### src/rtl/seg7_readback_3.sv
// Display-side monitor for a 3-digit 7-segment counter: debounces the segment buses, decodes to BCD/value,
// and (with SEG_READBACK_SEQ_CHECK_EN defined) checks the count+1 / 999->000 sequence.
module seg7_readback_3 #(
    parameter int STABLE_CYCLES = 4,
    parameter int ERR_CNT_W     = 8
) (
    input  logic                 clk,
    input  logic                 rst,
    input  logic [7:0]           seg0,
    input  logic [7:0]           seg1,
    input  logic [7:0]           seg2,
    input  logic                 resync,
    output logic [3:0]           bcd0,
    output logic [3:0]           bcd1,
    output logic [3:0]           bcd2,
    output logic [9:0]           value,
    output logic                 val_valid,
    output logic                 dec_err,
    output logic                 seq_err,
    output logic                 locked,
    output logic [ERR_CNT_W-1:0] err_cnt
);
    localparam int            CW        = (STABLE_CYCLES > 1) ? $clog2(STABLE_CYCLES) : 1;
    localparam logic [CW-1:0] STAB_LAST = CW'(STABLE_CYCLES - 1);

    typedef enum logic [1:0] {S_WAIT, S_SETTLE, S_STABLE} state_t;

    state_t        state, state_d;
    logic [23:0]   seg_q, cand, cand_d;
    logic [CW-1:0] stab_cnt, stab_d;
    logic          accept;

    // Returns {valid, digit}; bits [7:1] of a bus are a..g, dp is dropped by the caller.
    function automatic logic [4:0] decode(input logic [6:0] s);
        case (s)
            7'b1111110: decode = 5'h10;
            7'b0110000: decode = 5'h11;
            7'b1101101: decode = 5'h12;
            7'b1111001: decode = 5'h13;
            7'b0110011: decode = 5'h14;
            7'b1011011: decode = 5'h15;
            7'b1011111: decode = 5'h16;
            7'b1110000: decode = 5'h17;
            7'b1111111: decode = 5'h18;
            7'b1110011: decode = 5'h19;
            default:    decode = 5'h00;
        endcase
    endfunction

    logic [4:0] d0, d1, d2;
    logic       all_valid;
    logic [9:0] val_new;
    logic       seq_bad;

    assign d0        = decode(cand[7:1]);
    assign d1        = decode(cand[15:9]);
    assign d2        = decode(cand[23:17]);
    assign all_valid = d0[4] & d1[4] & d2[4];
    assign val_new   = 10'(d2[3:0]) * 10'd100 + 10'(d1[3:0]) * 10'd10 + 10'(d0[3:0]);
    assign locked    = (state == S_STABLE);

    always_comb begin
        state_d = state;
        cand_d  = cand;
        stab_d  = stab_cnt;
        accept  = 1'b0;
        case (state)
            S_WAIT: begin
                if (seg_q != cand) begin
                    cand_d  = seg_q;
                    stab_d  = '0;
                    state_d = S_SETTLE;
                end
            end
            S_SETTLE: begin
                if (seg_q != cand) begin
                    cand_d = seg_q;
                    stab_d = '0;
                end else if (stab_cnt == STAB_LAST) begin
                    accept  = 1'b1;
                    state_d = S_STABLE;
                end else begin
                    stab_d = stab_cnt + 1'b1;
                end
            end
            S_STABLE: begin
                if (seg_q != cand) begin
                    cand_d  = seg_q;
                    stab_d  = '0;
                    state_d = S_SETTLE;
                end
            end
            default: state_d = S_WAIT;
        endcase
    end

    always_ff @(posedge clk) begin
        if (rst) begin
            state    <= S_WAIT;
            seg_q    <= '0;
            cand     <= '0;
            stab_cnt <= '0;
        end else begin
            state    <= state_d;
            seg_q    <= {seg2, seg1, seg0};
            cand     <= cand_d;
            stab_cnt <= stab_d;
        end
    end

`ifdef SEG_READBACK_SEQ_CHECK_EN
    logic       have_prev;
    logic [9:0] prev;
    logic [9:0] expected;

    assign expected = (prev == 10'd999) ? 10'd0 : prev + 10'd1;
    // resync on the same edge as an accept suppresses the check for that accept
    assign seq_bad  = have_prev && !resync && (val_new != prev) && (val_new != expected);

    always_ff @(posedge clk) begin
        if (rst) begin
            have_prev <= 1'b0;
            prev      <= '0;
        end else begin
            if (resync)
                have_prev <= 1'b0;
            if (accept && all_valid) begin
                have_prev <= 1'b1;
                prev      <= val_new;
            end
        end
    end
`else
    logic unused_resync;
    assign unused_resync = resync;
    assign seq_bad       = 1'b0;
`endif

    logic err_pulse;
    assign err_pulse = accept && (!all_valid || seq_bad);

    always_ff @(posedge clk) begin
        if (rst) begin
            bcd0      <= '0;
            bcd1      <= '0;
            bcd2      <= '0;
            value     <= '0;
            val_valid <= 1'b0;
            dec_err   <= 1'b0;
            seq_err   <= 1'b0;
            err_cnt   <= '0;
        end else begin
            val_valid <= accept && all_valid;
            dec_err   <= accept && !all_valid;
            seq_err   <= accept && all_valid && seq_bad;
            if (accept && all_valid) begin
                bcd0  <= d0[3:0];
                bcd1  <= d1[3:0];
                bcd2  <= d2[3:0];
                value <= val_new;
            end
            if (err_pulse && (err_cnt != '1))
                err_cnt <= err_cnt + 1'b1;
        end
    end
endmodule
### config.mk
export PLATFORM = sky130hd
export DESIGN_NAME = seg7_readback_3
export DESIGN_NICKNAME = d
export VERILOG_FILES = /design/src/rtl/seg7_readback_3.sv
export SDC_FILE = /design/constraint.sdc
export NUM_CORES = 1
export LEC_CHECK = 0
export CAP_MARGIN = 20
export CORE_ASPECT_RATIO = 0.9
export CORE_MARGIN = 1
export CORE_UTILIZATION = 57
export CTS_CLUSTER_DIAMETER = 200
export DETAILED_ROUTE_END_ITERATION = 7
export PLACE_DENSITY = 0.91
export SLEW_MARGIN = 5
export SYNTH_ARGS = -nofsm -noshare
export SYNTH_HDL_FRONTEND = slang
export SYNTH_SLANG_ARGS = --single-unit
### constraint.sdc
create_clock -name clk -period 7.9 [get_ports clk]
set_clock_uncertainty 0.05 [all_clocks]
set_input_delay 1.185 -clock clk [delete_from_list [all_inputs] [get_ports clk]]
set_output_delay 1.185 -clock clk [all_outputs]
set_load 0.02 [all_outputs]
## After elaboration in Yosys (flattened, before gate mapping)

Cells that the tools add are included.

| storage, ports and cells | value |
|---|---|
| latch bits | 0 |
| register bits | 84 |
| bits of input ports | 27 |
| bits in writable memories | 0 |
| memories | 0 |
| logic and storage cells | 83 |
| bits in read-only memories | 0 |

| operators by class | value |
|---|---|
| eq/ne operators | 39 |
| bitwise logic cells | 2 |
| div/mod/pow operators | 0 |
| multipliers | 2 |
| shift operators | 0 |
| reductions and logical operators | 11 |
| $add $sub $neg | 4 |
| order comparisons | 0 |
| multiplexer cells | 14 |

Operators with widths:

| cell | count |
|---|---|
| $eq A7 B7 Y1 const B | 24 |
| $pmux W5 S10 | 3 |
| $eq A7 B6 Y1 const B | 6 |
| $ne A24 B24 Y1 | 1 |
| $mux W2 | 6 |
| $add A10 B4 Y10 | 1 |
| $add A10 B8 Y10 | 1 |
| $add A8 B1 Y8 const B | 1 |
| $mul A4 B5 Y8 const B | 1 |
| $ne A8 B8 Y1 const B | 1 |
| $pmux W2 S2 | 2 |
| $mul A4 B3 Y7 const B | 1 |
| $reduce_and A3 Y1 | 2 |
| $eq A2 B2 Y1 const B | 2 |
| $ne A2 B2 Y1 const B | 2 |
| $logic_and A1 B1 Y1 | 3 |
| $mux W1 | 3 |
| $ne A3 B3 Y1 const B | 1 |
| $reduce_or A3 Y1 | 1 |
| $add A2 B1 Y2 const B | 1 |
| $and A1 B1 Y1 | 2 |
| $eq A2 B1 Y1 const B | 1 |
| $logic_not A2 Y1 | 1 |
| $ne A2 B1 Y1 const B | 1 |
| other kinds (4) | 4 |

## Longest topological paths before layout

Gate-level depths: netlist of run 1.

| depth | value |
|---|---|
| depth after elaboration | 7 |
| depth in mapped cells | 18 |

## Worst setup path before layout of run 1

Ideal clock, no wire load.

| timing path | value |
|---|---|
| path type | register to register |
| start point | register cand[11] |
| end point | register value[9] |
| path buffers | 1 |
| arrival | 3.726 ns |
| stages on the path, launching flop included | 19 |
| data required time | 7.722 ns |
| period minus slack after synthesis | 3.903 ns |
| path slack | 3.997 ns |
| path through | dfxtp_1 clkbuf_1 xnor2_1 o22ai_1 nand3_1 a21boi_0 ha_1 ha_1 inv_1 fa_1 inv_1 ha_1 ha_1 o21a_1 o31a_1 o41ai_1 xnor2_1 mux2i_1 nor2_1 |

| on the way | value |
|---|---|
| cells in the longest elaborated chain, start to end | 5 |
| elaborated cells between the ends (all ways) | 20 |

RTL lines:

| what | RTL line | source |
|---|---|---|
| start, declared | 29 | `logic [23:0] seg_q, cand, cand_d;` |
| start signal, assigned | 106 | `cand <= cand_d;` |
| $eq A7 B7 Y1 / $eq A7 B6 Y1 (equally long branches) | 35 | `case (s)` |
| $pmux W5 S10 (*) | 35 |  |
| named net d1[1] | 50 | `logic [4:0] d0, d1, d2;` |
| $mul A4 B3 Y7 (*) | 59 | `assign val_new = 10'(d2[3:0]) * 10'd100 + 10'(d1[3:0]) * 10'd10 + 10'(d0[3:0]);` |
| $add A10 B8 Y10 (*) | 59 |  |
| $add A10 B4 Y10 (*) | 59 |  |
| end signal, assigned | 160 | `value <= val_new;` |
| end, declared | 16 | `output logic [9:0] value,` |

The timed path passes the listed nets; every way through them passes the cells marked *.
A chain may end at the register's enable or synchronous reset.

## Final worst setup path of run 1

| timing path | value |
|---|---|
| start point | register cand[12] |
| end point | register value[8] |

The elaborated chain is that of the path after synthesis.

==> results of run 1 <==
==> worst max-delay path, cell delays in order (launching register included) <==
cell	delay, ns
dfxtp_1	0.48
nand2b_1	0.26
nor3_1	0.21
nand3b_1	0.10
a21boi_0	0.51
ha_1	0.35
ha_1	0.22
inv_1	0.07
fa_1	0.41
inv_1	0.07
ha_1	0.23
ha_1	0.35
o21ai_0	0.13
a21boi_0	0.27
o21ai_0	0.15
a21oi_1	0.24
nand4bb_1	0.16
a21oi_1	0.07
==> through the flow <==
| step | setup slack, ns | area (um2) | power (mW) |
|---|---|---|---|
| global placement | 3.642 | 5110 | 0.5087 |
| global route | 3.008 | 5315 | 0.8396 |
| CTS | 3.433 | 5315 | 0.8151 |
| floorplan | 3.997 | 4568 | 0.4925 |
| finish | 3.404 | 5315 | 0.8093 |
| detailed placement | 3.464 | 5110 | 0.5123 |
==> path summary, 6_finish.rpt <==
kind | startpoint | endpoint | slack (ns)
worst max register to register | cand[12]$_SDFFE_PP0P_ | value[8]$_SDFFE_PP0P_ | 3.40
worst min-delay path | value[8]$_SDFFE_PP0P_ | value[8]$_SDFFE_PP0P_ | 0.43
worst min register to register | value[8]$_SDFFE_PP0P_ | value[8]$_SDFFE_PP0P_ | 0.43
worst max-delay path | cand[12]$_SDFFE_PP0P_ | value[8]$_SDFFE_PP0P_ | 3.40
==> sequential cells by signal, indices dropped and copies added, names as in the netlist <==
signal	cells
cand	24
seg_q	24
value	9
err_cnt	8
bcd0	4
bcd1	4
bcd2	4
stab_cnt	2
state	2
dec_err	1
val_valid	1
==> final cells by class <==
type / instances / area [um2] / area share [%]
inverter: 25 / 93.84 / 1.766
multi-input combinational: 360 / 2644 / 49.74
timing repair buffer: 60 / 590.6 / 11.11
tap: 96 / 120.1 / 2.260
sequential: 83 / 1662 / 31.26
clock buffer: 9 / 123.9 / 2.331
clock inverter: 7 / 81.33 / 1.530
==> cell usage after synthesis (8+ instances only) <==
cell type  instances
a21oi_1           18
clkbuf_1          19
dfxtp_1           83
ha_1              25
inv_1             25
mux2i_1           45
nand2_1           18
nand3_1           14
nand3b_1           8
nand4_1            8
nor2_1            56
nor2b_1           32
nor3_1             9
o21ai_0           11
xnor2_1           38
==> power breakdown <==
part	total [mW]	internal, mW	switching (mW)	leakage, nW
sequential	0.449	0.430	0.0187	0.679
combinational	0.0551	0.0322	0.0228	1.33
clock	0.306	0.126	0.179	0.104
==> routing by layer <==
layer	part of all wire, %	track usage [%]	wire (um)
met5	0	0	0
met4	2.1	10.16	196
met2	51	42.30	4754
met3	4.5	5.497	419
met1	42	27.68	3927
==> cell families after synthesis <==
kind of cell,share of synthesized area [%]
simple gates,21.45
flops,36.37
buf+inv,5.752
compound gates,8.464
mux,10.60
xor+xnor,8.244
fa+ha+maj,9.039
other cells,0.08209
==> reports/metrics.cfg, run 1 <==
[outcome]
status=finished, final reports clean

[yosys]
yosysSeqAreaShare_pct=36.37
avgSynthCellArea_um2=9.100
yosys_warnings=0
synth_top_cell_area_share_pct=36.37
synth_flop_cell=dfxtp_1
synth.distinct_cells=58
synth.ff_latch_count=83
yosys.area.top_type=dfxtp_1
async_flop_share_pct=0
syn-num-nets=559
synth_edf_count=0
synthTopCellsByArea=dfxtp_1 36%, mux2i_1 9.9%, xnor2_1 7.3%, ha_1 6.8%, nor2_1 4.6%
syn_area_um2=4568
synthCells=502

[timing]
fin_setup_tns_ns=0
worst_pin_slew_ns=0.8902
slew_viol_final=0
hold_ws_ns=0.4290
fmax_mhz=222.4
grt_setup_unrepaired=no
fin_crit_ns=4.496
slew_headroom_pct=40.51
setup-violations-final=0
min_period_over_period_pct=56.91
final-hold-violation-count=0

[clocking]
ctsHoldBuffers=0
cts.repair.resized=0
cts_tree=done
cts_sinks=83
clock_latency_ns=0.37
cts_made_buffers=9
htreeDepth=3
clkSlewWorstSetupHoldPaths_ns=0.09
postCtsSetupRepairBufs=0
root_buffer=clkbuf_8
clock_path_buffers=2

[critical_path]
reg2reg_depth=17
worstSetupStartpointType=register
worstSetupEndpointType=register
path_class=register to register
worstPathArrival_ns=4.66
worst_ep_required_time_ns=8.06
crit_fanout=13

[run]
cap_violations=0

[routing]
dr.first_iter.drc_count=180
viasPerCell=5.642
dr.pass1.iters=4
route.vias.total=3611
wirelength_mm=9.298
drc=0
ant_nets=0
detail_route.wl_per_cell_um=14.53

[global_routing]
grt_pass1_wl_mm=15.56
grt-ovfl-total=0
grt_max_degree=87
track_usage_pct=23.96
grt_pass1_vias=3467
grt_antenna_before_repair=1

[place]
dp_cells=624
place_hpwl_mm=6.747
place_congestion=0.8194
portBuffers=58

[pwr]
power.density_nw_per_um2=152.3
peakVddDrop_mv=0.1661
cellLeakagePower_nw=2.112

[finish]
nets=596
diodes=0
final_layout_size_suffix_gt1_share_pct=5.331
syn_to_final_growth_pct=16.35
final_common_cell=dfxtp_1
mostFrequentLayoutCells=83 x dfxtp_1, 57 x clkdlybuf4s50_1, 56 x nor2_1, 45 x mux2i_1, 38 x xnor2_1
fill_cells=594
finalNonFillerCells=640
fin_util_pct=69.41

[floorplanning]
die_area_um2=8377
die_w_um=96.37
core_area_um2=7657
io-pin-count=61
start_util_pct=59.66
die-height_um=86.93
rows=30

[hold_path]
hp-class=register to register
whs_path_depth=2

Power figures use the tool's default switching activity.
==> run 2, diff against run 1 <==
--- a/config.mk
+++ b/config.mk
@@ -8,10 +8,10 @@
 export CAP_MARGIN = 20
 export CORE_ASPECT_RATIO = 0.9
 export CORE_MARGIN = 1
-export CORE_UTILIZATION = 57
+export CORE_UTILIZATION = 50
 export CTS_CLUSTER_DIAMETER = 200
 export DETAILED_ROUTE_END_ITERATION = 7
-export PLACE_DENSITY = 0.91
+export PLACE_DENSITY = 0.85
 export SLEW_MARGIN = 5
 export SYNTH_ARGS = -nofsm -noshare
 export SYNTH_HDL_FRONTEND = slang
==> constraint.sdc (replaced) <==
create_clock -name clk -period 3.8 [get_ports clk]
set_clock_uncertainty 0.05 [all_clocks]
set_input_delay 0.57 -clock clk [delete_from_list [all_inputs] [get_ports clk]]
set_output_delay 0.57 -clock clk [all_outputs]
set_load 0.02 [all_outputs]
==> run 2 against run 1 <==
Effect of this change: routed wire length grew 8.7%; global-route usage is 1.6 points lower; worst setup slack worse by 3.3 ns; sequential share of layout area decreased by 2.5 points; clock-buffer cell count up 1; cell area up 9.5%; clock power up 140%; die area increased by 14%; final cell count increased by 9.2%; worst hold slack gained 0.017 ns; register-to-register slack worse by 3.3 ns; critical path depth down 1; critical endpoint is now value[9]$_SDFFE_PP0P_.
==> reports/metrics.cfg, run 2 (synthesis results as in run 1) <==
[outcome]
status=finished, final reports clean  ; unchanged

[clocking]
clkSlewWorstSetupHoldPaths_ns=0.09  ; about the same
cts_tree=done  ; unchanged
root_buffer=clkbuf_8  ; unchanged
clock_latency_ns=0.36  ; was 0.37 ns
clock_path_buffers=2  ; unchanged
ctsHoldBuffers=0  ; unchanged
cts_made_buffers=9  ; unchanged
htreeDepth=3  ; unchanged
cts_sinks=83  ; unchanged

[finish]
top_regs=cand: 24 flops, seg_q: 24 flops, value: 9 flops  ; unchanged
nets=632  ; was 596
diodes=0  ; unchanged
final_common_cell=dfxtp_1  ; unchanged
final_area_um2=5821  ; was 5315 um2
multiInputGateArea_um2=2791  ; was 2644 um2
regArea_um2=1674  ; was 1662 um2
syn_to_final_growth_pct=27.42  ; was 16.35%
final_layout_size_suffix_gt1_share_pct=16.55  ; was 5.331%
mostFrequentLayoutCells=77 x dfxtp_1, 57 x clkdlybuf4s50_1, 56 x nor2_1, 45 x mux2i_1  ; was 83 x dfxtp_1, 57 x clkdlybuf4s50_1, 56 x nor2_1, 45 x mux2i_1, 38 x xnor2_1
fill_cells=685  ; was 594

[pwr]
power.density_nw_per_um2=308.3  ; was 152.3 nW/um2
p_sw_share_pct=23.71  ; was 27.27%
comb_power_share_pct=8.1  ; was 6.8%
p_clk_share_pct=40.5  ; was 37.8%
cellLeakagePower_nw=2.338  ; was 2.112 nW
peakVddDrop_mv=0.2770  ; was 0.1661 mV
seqPwrFrac_pct=51.4  ; was 55.4%
p_switching_mw=0.4254  ; was 0.2207 mW
p_int_mw=1.369  ; was 0.5887 mW

[routing]
dr.first_iter.drc_count=167  ; was 180
detail_route.wl_per_cell_um=14.46  ; was 14.53 um
viasPerCell=5.295  ; was 5.642
ant_nets=0  ; unchanged
route.vias.total=3701  ; was 3611
wirelength_mm=10.11  ; was 9.298 mm
drc=0  ; unchanged
dr.pass1.iters=4  ; unchanged

[global_routing]
grt-ovfl-total=0  ; unchanged
grt_max_degree=67  ; was 87
grt_pass1_vias=3679  ; was 3467
grt_pass1_wl_mm=16.71  ; was 15.56 mm
track_usage_pct=22.37  ; was 23.96%
grt_antenna_before_repair=0  ; was 1

[timing]
final-hold-violation-count=0  ; unchanged
worst_pin_slew_ns=0.6610  ; was 0.8902 ns
min_period_over_period_pct=97.24  ; was 56.91%
setup-violations-final=0  ; unchanged
fin_ws_ns=0.1048  ; was 3.404 ns
slew_headroom_pct=55.93  ; was 40.51%
grt_setup_unrepaired=yes  ; was no
slew_viol_final=0  ; unchanged
hold_ws_ns=0.4459  ; was 0.4290 ns
fin_crit_ns=3.695  ; was 4.496 ns
fmax_mhz=270.6  ; was 222.4 MHz

[critical_path]
reg2reg_from=cand[12]$_SDFFE_PP0P_  ; unchanged
worstSetupStartpointType=register  ; unchanged
worstPathArrival_ns=3.94  ; was 4.66 ns
worstReg2RegEnd=value[9]$_SDFFE_PP0P_  ; was value[8]$_SDFFE_PP0P_
path_class=register to register  ; unchanged
crit_fanout=6  ; was 13
worst_ep_required_time_ns=4.04  ; was 8.06 ns
rrSetupSlack_ns=0.10  ; was 3.40 ns
reg2reg_depth=16  ; was 17
worstSetupEndpointType=register  ; unchanged

[floorplanning]
io-pin-count=61  ; unchanged
rows=32  ; was 30
start_util_pct=52.34  ; was 59.66%
die_area_um2=9523  ; was 8377 um2
core_area_um2=8728  ; was 7657 um2
die_w_um=102.8  ; was 96.37 um
die-height_um=92.68  ; was 86.93 um

[hold_path]
worstHoldStart=err_cnt[1]$_SDFFE_PP0P_  ; was value[8]$_SDFFE_PP0P_
min_to=err_cnt[1]$_SDFFE_PP0P_  ; was value[8]$_SDFFE_PP0P_
hp-class=register to register  ; unchanged
whs_path_depth=2  ; unchanged

[run]
cap_violations=0  ; unchanged

[place]
place_area_um2=5386  ; was 5110 um2
portBuffers=58  ; unchanged
place_congestion=0.8157  ; was 0.8194
pre_cts_slack_ns=-0.1358  ; was 3.464 ns
place_hpwl_mm=7.093  ; was 6.747 mm

==> run 2: how the worst max path moves through the flow <==
stage	slack [ns]	from	endpoint
CTS	0.0002	cand[12]$_SDFFE_PP0P_	value[9]$_SDFFE_PP0P_
detailed placement	-0.14	cand[12]$_SDFFE_PP0P_	value[9]$_SDFFE_PP0P_
global placement	0.006	cand[12]$_SDFFE_PP0P_	value[9]$_SDFFE_PP0P_
finish	0.10	cand[12]$_SDFFE_PP0P_	value[9]$_SDFFE_PP0P_
floorplan	0.01	cand[20]$_SDFFE_PP0P_	value[9]$_SDFFE_PP0P_
global route	-0.07	cand[14]$_SDFFE_PP0P_	value[9]$_SDFFE_PP0P_
==> run 2: repair_timing <==
item                                    4_1_cts  5_1_grt
pin swaps                                     6       14
endpoints found under the setup margin        2        4
setup buffers                                 0        2
gates resized for setup                      11       26
==> run 2: critical path, stage by stage, from the launching register on <==
cell	delay, ns
dfxtp_4	0.37
or4b_4	0.48
a21oi_2	0.19
o21a_1	0.19
ha_2	0.21
ha_4	0.14
inv_2	0.04
fa_2	0.54
inv_2	0.05
ha_4	0.26
ha_4	0.19
o21a_1	0.17
o31a_1	0.13
o41ai_2	0.28
xnor2_1	0.16
mux2i_1	0.08
nor2_1	0.10
==> run 2: cell type report <==
cell class / count / area share (%)
Inverter: 25 / 1.612
Multi-Input combinational cell: 360 / 47.96
Tap cell: 119 / 2.558
Clock inverter: 6 / 1.612
Sequential cell: 83 / 28.76
Timing Repair Buffer: 96 / 15.13
Clock buffer: 10 / 2.365
==> run 2: per-stage QoR <==
stage / instances / utilization (%) / power (mW) / setup TNS, ns
2_1_floorplan: 502 / - / 1.024 / 0
3_3_place_gp: 680 / 61.71 / 1.072 / 0
3_5_place_dp: 680 / 61.71 / 1.079 / -0.2370
4_1_cts: 696 / 64.79 / 1.797 / 0
5_1_grt: 699 / 66.69 / 1.855 / -0.1074
6_report: 699 / 66.69 / 1.794 / 0
==> run 2: power groups by stage <==
stage                     Sequential, mW  Combinational, mW  Clock, mW
after global routing               0.926              0.159      0.770
after detailed placement           0.942              0.137          0
final                              0.922              0.145      0.727
after CTS                          0.922              0.139      0.736
after global placement             0.940              0.133          0
after floorplan                    0.927             0.0971          0
==> run 2: layer usage <==
layer  vias to the layer above  track usage [%]  wire length, um
met1                      1751            26.45             4393
met2                        79            39.50             5151
met5                         -                0                0
li1                       1853                -                -
met3                        18            4.981              386
met4                         0            7.512              175
